**src/rtl/frog_mover.sv**
```systemverilog
// Player sprite grid mover: one button press becomes one animated row/column step,
// with a one-deep press buffer, platform drift, lives, score and game-over tracking.
module frog_mover #(
    parameter int H_WIDTH     = 11,
    parameter int H_HEIGHT    = 11,
    parameter int IX          = 320,
    parameter int ROW0_Y      = 24,
    parameter int ROW_PITCH   = 48,
    parameter int N_ROWS      = 10,
    parameter int X_STEP      = 20,
    parameter int X_MIN       = 20,
    parameter int X_MAX       = 620,
    parameter int SPEED       = 4,
    parameter int LIVES       = 3,
    parameter int RESPAWN_FR  = 30,
    parameter int BTN_ACT_LOW = 1
) (
    input  logic        i_clk,
    input  logic        i_rst,
    input  logic        i_ani_stb,
    input  logic        i_animate,
    input  logic        i_up_btn,
    input  logic        i_down_btn,
    input  logic        i_left_btn,
    input  logic        i_right_btn,
    input  logic        i_dead,
    input  logic        i_drift_en,
    input  logic        i_drift_dir,
    output logic [11:0] o_x1,
    output logic [11:0] o_x2,
    output logic [11:0] o_y1,
    output logic [11:0] o_y2,
    output logic [3:0]  o_row,
    output logic        o_moving,
    output logic        o_win,
    output logic [3:0]  o_lives,
    output logic [7:0]  o_score,
    output logic        o_game_over
);

    localparam int          DW        = (RESPAWN_FR > 1) ? $clog2(RESPAWN_FR) : 1;
    localparam logic [3:0]  SPAWN_ROW = 4'(N_ROWS - 1);
    localparam logic [11:0] SPAWN_Y   = 12'(ROW0_Y + (N_ROWS - 1) * ROW_PITCH);
    localparam logic [3:0]  BTN_IDLE  = (BTN_ACT_LOW != 0) ? 4'b1111 : 4'b0000;
    localparam logic [1:0]  DIR_UP    = 2'd0;
    localparam logic [1:0]  DIR_DOWN  = 2'd1;
    localparam logic [1:0]  DIR_LEFT  = 2'd2;
    localparam logic [1:0]  DIR_RIGHT = 2'd3;

    typedef enum logic [1:0] {IDLE, MOVE, DYING, OVER} state_t;

    state_t          state;
    logic [3:0]      sync1;
    logic [3:0]      sync2;
    logic [3:0]      btn_prev;
    logic [3:0]      btn_act;
    logic [3:0]      rise;
    logic            fresh_vld;
    logic [1:0]      fresh_dir;
    logic            iss_vld;
    logic [1:0]      iss_dir;
    logic            cand_ok;
    logic [3:0]      cand_row;
    logic [11:0]     cand_x;
    logic [11:0]     x;
    logic [11:0]     y;
    logic [11:0]     tx;
    logic [11:0]     ty;
    logic [3:0]      row;
    logic [3:0]      lives;
    logic [7:0]      score;
    logic            buf_vld;
    logic [1:0]      buf_dir;
    logic            win;
    logic            moving;
    logic            game_over;
    logic [DW-1:0]   dcnt;
    logic            drift_stb;
    logic            drift_off;
    logic [11:0]     drift_x;
    logic            arrived;
    logic            die_now;

    function automatic logic [11:0] row_y(input logic [3:0] r);
        row_y = 12'(ROW0_Y) + 12'(ROW_PITCH) * {8'd0, r};
    endfunction

    // Move one coordinate toward its target by at most SPEED, never past it.
    function automatic logic [11:0] step_to(input logic [11:0] cur, input logic [11:0] tgt);
        logic [11:0] d;
        if (cur < tgt) begin
            d       = tgt - cur;
            step_to = cur + ((d > 12'(SPEED)) ? 12'(SPEED) : d);
        end else if (cur > tgt) begin
            d       = cur - tgt;
            step_to = cur - ((d > 12'(SPEED)) ? 12'(SPEED) : d);
        end else begin
            step_to = cur;
        end
    endfunction

    // Button synchroniser and rising-edge history, order {up, down, left, right}.
    always_ff @(posedge i_clk or posedge i_rst) begin
        if (i_rst) begin
            sync1    <= BTN_IDLE;
            sync2    <= BTN_IDLE;
            btn_prev <= 4'b0000;
        end else begin
            sync1    <= {i_up_btn, i_down_btn, i_left_btn, i_right_btn};
            sync2    <= sync1;
            btn_prev <= btn_act;
        end
    end

    assign btn_act   = (BTN_ACT_LOW != 0) ? ~sync2 : sync2;
    assign rise      = btn_act & ~btn_prev;
    assign ty        = row_y(row);
    assign arrived   = (x == tx) && (y == ty);
    assign drift_stb = i_ani_stb & i_animate & i_drift_en;
    assign drift_off = i_drift_dir ? (x >= 12'(X_MAX)) : (x <= 12'(X_MIN));
    assign drift_x   = i_drift_dir ? (x + 12'd1) : (x - 12'd1);
    assign iss_vld   = buf_vld | fresh_vld;
    assign iss_dir   = buf_vld ? buf_dir : fresh_dir;

    // Same-cycle presses resolve up > down > left > right.
    always_comb begin
        fresh_vld = |rise;
        if (rise[3]) begin
            fresh_dir = DIR_UP;
        end else if (rise[2]) begin
            fresh_dir = DIR_DOWN;
        end else if (rise[1]) begin
            fresh_dir = DIR_LEFT;
        end else begin
            fresh_dir = DIR_RIGHT;
        end
    end

    // Target of the press being issued, and whether it stays on the grid.
    always_comb begin
        cand_row = row;
        cand_x   = x;
        cand_ok  = 1'b0;
        case (iss_dir)
            DIR_UP: begin
                cand_ok  = (row != 4'd0);
                cand_row = row - 4'd1;
            end
            DIR_DOWN: begin
                cand_ok  = (row != SPAWN_ROW);
                cand_row = row + 4'd1;
            end
            DIR_LEFT: begin
                cand_ok = (x >= 12'(X_MIN + X_STEP));
                cand_x  = x - 12'(X_STEP);
            end
            DIR_RIGHT: begin
                cand_ok = (x <= 12'(X_MAX - X_STEP));
                cand_x  = x + 12'(X_STEP);
            end
            default: begin
                cand_ok = 1'b0;
            end
        endcase
    end

    // Death has priority over every other event, including a goal arrival.
    always_comb begin
        if (state == IDLE) begin
            die_now = i_dead | (drift_stb & drift_off);
        end else if (state == MOVE) begin
            die_now = i_dead;
        end else begin
            die_now = 1'b0;
        end
    end

    // Main sprite state machine.
    always_ff @(posedge i_clk or posedge i_rst) begin
        if (i_rst) begin
            state     <= IDLE;
            x         <= 12'(IX);
            tx        <= 12'(IX);
            y         <= SPAWN_Y;
            row       <= SPAWN_ROW;
            lives     <= 4'(LIVES);
            score     <= 8'd0;
            buf_vld   <= 1'b0;
            buf_dir   <= DIR_UP;
            win       <= 1'b0;
            moving    <= 1'b0;
            game_over <= 1'b0;
            dcnt      <= '0;
        end else begin
            win <= 1'b0;
            if (die_now) begin
                lives   <= lives - 4'd1;
                buf_vld <= 1'b0;
                moving  <= 1'b0;
                if (lives == 4'd1) begin
                    state     <= OVER;
                    game_over <= 1'b1;
                end else begin
                    state <= DYING;
                    dcnt  <= '0;
                    x     <= 12'(IX);
                    tx    <= 12'(IX);
                    y     <= SPAWN_Y;
                    row   <= SPAWN_ROW;
                end
            end else begin
                case (state)
                    IDLE: begin
                        if (iss_vld) begin
                            // A fresh press arriving while the buffer issues is kept for later.
                            buf_vld <= buf_vld & fresh_vld;
                            buf_dir <= fresh_dir;
                            if (cand_ok) begin
                                row    <= cand_row;
                                tx     <= cand_x;
                                state  <= MOVE;
                                moving <= 1'b1;
                            end
                        end else if (drift_stb) begin
                            x  <= drift_x;
                            tx <= drift_x;
                        end
                    end
                    MOVE: begin
                        if (arrived) begin
                            moving <= 1'b0;
                            state  <= IDLE;
                            if (row == 4'd0) begin
                                win     <= 1'b1;
                                score   <= (score != 8'd255) ? (score + 8'd1) : score;
                                buf_vld <= 1'b0;
                                x       <= 12'(IX);
                                tx      <= 12'(IX);
                                y       <= SPAWN_Y;
                                row     <= SPAWN_ROW;
                            end else if (fresh_vld) begin
                                buf_vld <= 1'b1;
                                buf_dir <= fresh_dir;
                            end
                        end else begin
                            if (i_ani_stb && i_animate) begin
                                x <= step_to(x, tx);
                                y <= step_to(y, ty);
                            end
                            if (fresh_vld) begin
                                buf_vld <= 1'b1;
                                buf_dir <= fresh_dir;
                            end
                        end
                    end
                    DYING: begin
                        if (i_ani_stb) begin
                            if (dcnt == DW'(RESPAWN_FR - 1)) begin
                                state <= IDLE;
                                dcnt  <= '0;
                            end else begin
                                dcnt <= dcnt + 1'b1;
                            end
                        end
                    end
                    OVER: begin
                        game_over <= 1'b1;
                    end
                    default: begin
                        state <= IDLE;
                    end
                endcase
            end
        end
    end

    // Registered bounding box for the renderer and collision logic.
    always_ff @(posedge i_clk or posedge i_rst) begin
        if (i_rst) begin
            o_x1 <= 12'(IX - H_WIDTH);
            o_x2 <= 12'(IX + H_WIDTH);
            o_y1 <= SPAWN_Y - 12'(H_HEIGHT);
            o_y2 <= SPAWN_Y + 12'(H_HEIGHT);
        end else begin
            o_x1 <= x - 12'(H_WIDTH);
            o_x2 <= x + 12'(H_WIDTH);
            o_y1 <= y - 12'(H_HEIGHT);
            o_y2 <= y + 12'(H_HEIGHT);
        end
    end

    assign o_row       = row;
    assign o_moving    = moving;
    assign o_win       = win;
    assign o_lives     = lives;
    assign o_score     = score;
    assign o_game_over = game_over;

endmodule

```
**config.mk**
```make
export PLATFORM = sky130hd
export DESIGN_NAME = frog_mover
export DESIGN_NICKNAME = d
export VERILOG_FILES = /design/src/rtl/frog_mover.sv
export SDC_FILE = /design/constraint.sdc
export NUM_CORES = 1
export LEC_CHECK = 0
export BUFFER_PORTS_ARGS = -buffer_cell sky130_fd_sc_hd__buf_2
export CORE_AREA = 5 5 189 191
export CTS_CLUSTER_DIAMETER = 30
export DETAILED_ROUTE_END_ITERATION = 10
export DIE_AREA = 0 0 194 196
export PLACE_DENSITY_LB_ADDON = 0.25
export SKIP_LAST_GASP = 1
export SYNTH_ARGS = -nofsm -noshare
export SYNTH_HDL_FRONTEND = slang
export SYNTH_SLANG_ARGS = --single-unit
```
**constraint.sdc**
```tcl
create_clock -name i_clk -period 19.3 [get_ports i_clk]
set_input_delay 3.86 -clock i_clk [delete_from_list [all_inputs] [get_ports i_clk]]
set_output_delay 3.86 -clock i_clk [all_outputs]
set_load 0.05 [all_outputs]
```
==> impl_metrics.tcl <==
set metrics [dict create \
    initial_core_util_pct 29.5 \
    antenna_cells 0 \
    ys_seq_area_share_pct 31.2 \
    vias 8502 \
    cts_root_buffer "clkbuf_16" \
    setup-violations-final 0 \
    grt_use_total_pct 15.5 \
    finalHoldViolations 0 \
    cts_tree "built" \
    startpoint "o_row[3]$_DFFE_PP1P_" \
    grt_pass1_wl_um 47500 \
    setup.worst_path.class "register to register" \
    syn_avg_cell_area_sq_um 8.67 \
    worstHoldPathType "register to register" \
    register_area_sq_um 3130 \
    slew_violations 0 \
    period_needed_ns 7.28 \
    io_buffer_count 77 \
    ios 78 \
    grt.met3_usage_pct 2.40 \
    yosys.area_share.simple_pct 18.0 \
    drive_gt1_share_pct 15.6 \
    final_cells 1682 \
    grt_pass1_vias 8398 \
    postRouteAntennaNets 0 \
    die_w_um 194 \
    fp-row-count 68 \
    cts_setup_buffers 0 \
    drt-pass1-iter-count 5 \
    coreArea_sq_um 33900 \
    synth_top_family_by_area "compound AO/OA/AOI/OAI gates" \
    synth-adder-area-share_pct 14.3 \
    cts_resized 0 \
    rr_worst_depth 31 \
    reg2reg_from "o_row[3]$_DFFE_PP1P_" \
    insertion_delay_ns 0.43 \
    period_share_pct 37.7 \
    status "finished, final reports clean" \
    place_congestion 0.867 \
    first_iter_violations 470 \
    rsz0062_at_grt "no" \
    cts_buffers 17 \
    critPathRequiredTime_ns 19.61 \
    grt_use_met2_pct 25.0 \
    grt_start_max_net_pins 83 \
    fin_skew_ns 0.0107 \
    nets 1335 \
    slew-limit-headroom_pct 21.9 \
    placed_cells 1650 \
    postCtsHoldBufs 0 \
    dieArea_sq_um 38000 \
    synth-main-ff-cell "dfrtp_1" \
    drc 0 \
    max_freq_mhz 137 \
    grt_overflow_total 0 \
    synthCells 1156 \
    async_reset_ff_share_pct 100 \
    synth_seq_cells 123 \
    crit_path_end "y[11]$_DFFE_PP0P_" \
    drv_cap 0 \
    critPathLaunchType "register" \
    synthXorXnorAreaFrac_pct 10.1 \
    multi_input_area_sq_um 6360 \
    yosysWarnings 0 \
    antenna_found_initial 0 \
    place_hpwl_um 22800 \
    cts.sinks 123 \
    grt_use_met1_pct 21.9 \
    yosys-mux-area-fraction_pct 1.59 \
    path_clk_slew_ns 0.06 \
    finalWirelength_um 29300 \
    dieHeight_um 196 \
    drt-wirelength-per-cell_um 17.4 \
    cp_slowest_cell "a2111oi_0" \
    synth.cell_area_sq_um 10000 \
    syn_nets 1277 \
    synth-compound-area-share_pct 19.5 \
    timing.critical_path.mode_cell "ha_1" \
    busiest_layer "met2" \
    syn2layout_area_growth_pct 13.5 \
    end_kind "register" \
    cp_data_arrival_time_ns 7.58 \
    tightest_slew_ns 1.17 \
    h-tree-depth 4 \
    fill_cells 3582 \
    synth_edf_count 0 \
    r2r_end "y[11]$_DFFE_PP0P_" \
    avgViaCountPerCell 5.05 \
    cts_buffer_depth 2 \
    rrSetupSlack_ns 12.02 \
    path_max_fanout 8 \
    fin_tns_setup_ns 0 \
    slowest_delay_ns 0.64 \
    synth.distinct_cells 79 \
]
-- synthesized netlist by cell type (10+ instances only) --
library cell	instances	share of area (%)
a211oi_1	10	0.75
a21o_1	15	1.1
a21oi_1	77	3.8
a31oi_1	12	0.75
clkbuf_1	26	0.97
dfrtp_1	82	20
dfstp_2	41	11
ha_1	102	13
inv_1	80	3.0
nand2_1	98	3.7
nand2b_1	12	0.75
nand3_1	30	1.5
nand4_1	14	0.87
nor2_1	92	3.4
nor2b_1	16	1.0
nor3_1	35	1.7
nor4_1	13	0.81
o21ai_0	75	3.7
o22ai_1	11	0.69
o31ai_1	12	0.90
or2_2	10	0.62
xnor2_1	88	7.7
xor2_1	27	2.4
-- state kept, by name, summed over array words and instances, names as in the netlist, 2 cells and up --
register	cells
btn_prev	4
buf_dir	2
dcnt	5
o_lives	4
o_row	4
o_score	8
o_x1	11
o_x2	12
o_y1	11
o_y2	12
state	2
sync1	4
sync2	4
tx	12
x	12
y	12
-- worst min-delay path by stage --
stage                                   from                  to  slack [ns]  cells after the start
after global routing      sync1[1]$_DFF_PP1_  sync2[1]$_DFF_PP1_        0.36                      0
after floorplan           sync1[0]$_DFF_PP1_  sync2[0]$_DFF_PP1_        0.35                      0
after detailed placement  sync1[2]$_DFF_PP1_  sync2[2]$_DFF_PP1_        0.35                      0
final                     sync1[1]$_DFF_PP1_  sync2[1]$_DFF_PP1_        0.36                      0
after CTS                 sync1[2]$_DFF_PP1_  sync2[2]$_DFF_PP1_        0.36                      0
after global placement    sync1[2]$_DFF_PP1_  sync2[2]$_DFF_PP1_        0.35                      0
-- stage by stage --
step | hold slack [ns] | util (%) | setup WS [ns] | instance area (sq um)
4_1_cts | 0.355 | 33.5 | 12.04 | 11400
2_1_floorplan | 0.345 | - | 12.24 | 10000
6_report | 0.355 | 33.5 | 12.02 | 11400
3_3_place_gp | 0.347 | 31.8 | 12.29 | 10800
5_1_grt | 0.361 | 33.5 | 11.42 | 11400
3_5_place_dp | 0.347 | 31.8 | 12.08 | 10800
-- cell usage in the layout, fill, tap and decap left out, types with 41 or more instances in the layout --
cell type / instances
o21ai_0: 75
a21oi_1: 77
nor2_1: 92
dfrtp_1: 82
buf_2: 77
dfstp_2: 41
inv_1: 79
nand2_1: 98
ha_1: 102
xnor2_1: 88
-- area by class of cell --
class / count / area share, %
Multi-Input combinational cell: 907 / 56.0
Sequential cell: 123 / 27.5
Tap cell: 455 / 5.01
Clock buffer: 19 / 3.90
Timing Repair Buffer: 83 / 3.79
Inverter: 82 / 2.75
Clock inverter: 13 / 1.07
-- layer usage --
layer / wire length (um) / vias to the layer above / share of wire, %
met2: 13500 / 192 / 46
met4: 489 / 0 / 1.7
met1: 14200 / 4090 / 48
met3: 1170 / 30 / 4.0
met5: 0 / - / 0
li1: - / 4190 / -
-- logic make-up (layout without fill, tap and decap cells) --
logic type	Yosys count	in the layout
and+or+nand+nor	368	368
muxes	15	15
AOI/OAI and AO/OA	299	299
DFF	123	123
xor gates and xnor gates	115	115
buffers and inverters	126	197
adders and majority gates	110	110
-- worst max-delay path, delay by kind of cell (launching register included) --
| family | cells | cell delay (ns) |
|---|---|---|
| flip-flops | 1 | 0.60 |
| AND/OR/NAND/NOR | 11 | 1.79 |
| buffers and inverters | 3 | 0.31 |
| adder cells (fa/ha/maj) | 4 | 1.26 |
| AO/OA/AOI/OAI | 10 | 2.67 |
| XOR/XNOR | 3 | 0.50 |
Power is not shown: default switching activity piles up to over one toggle a cycle in this logic, so the estimate is an artifact.
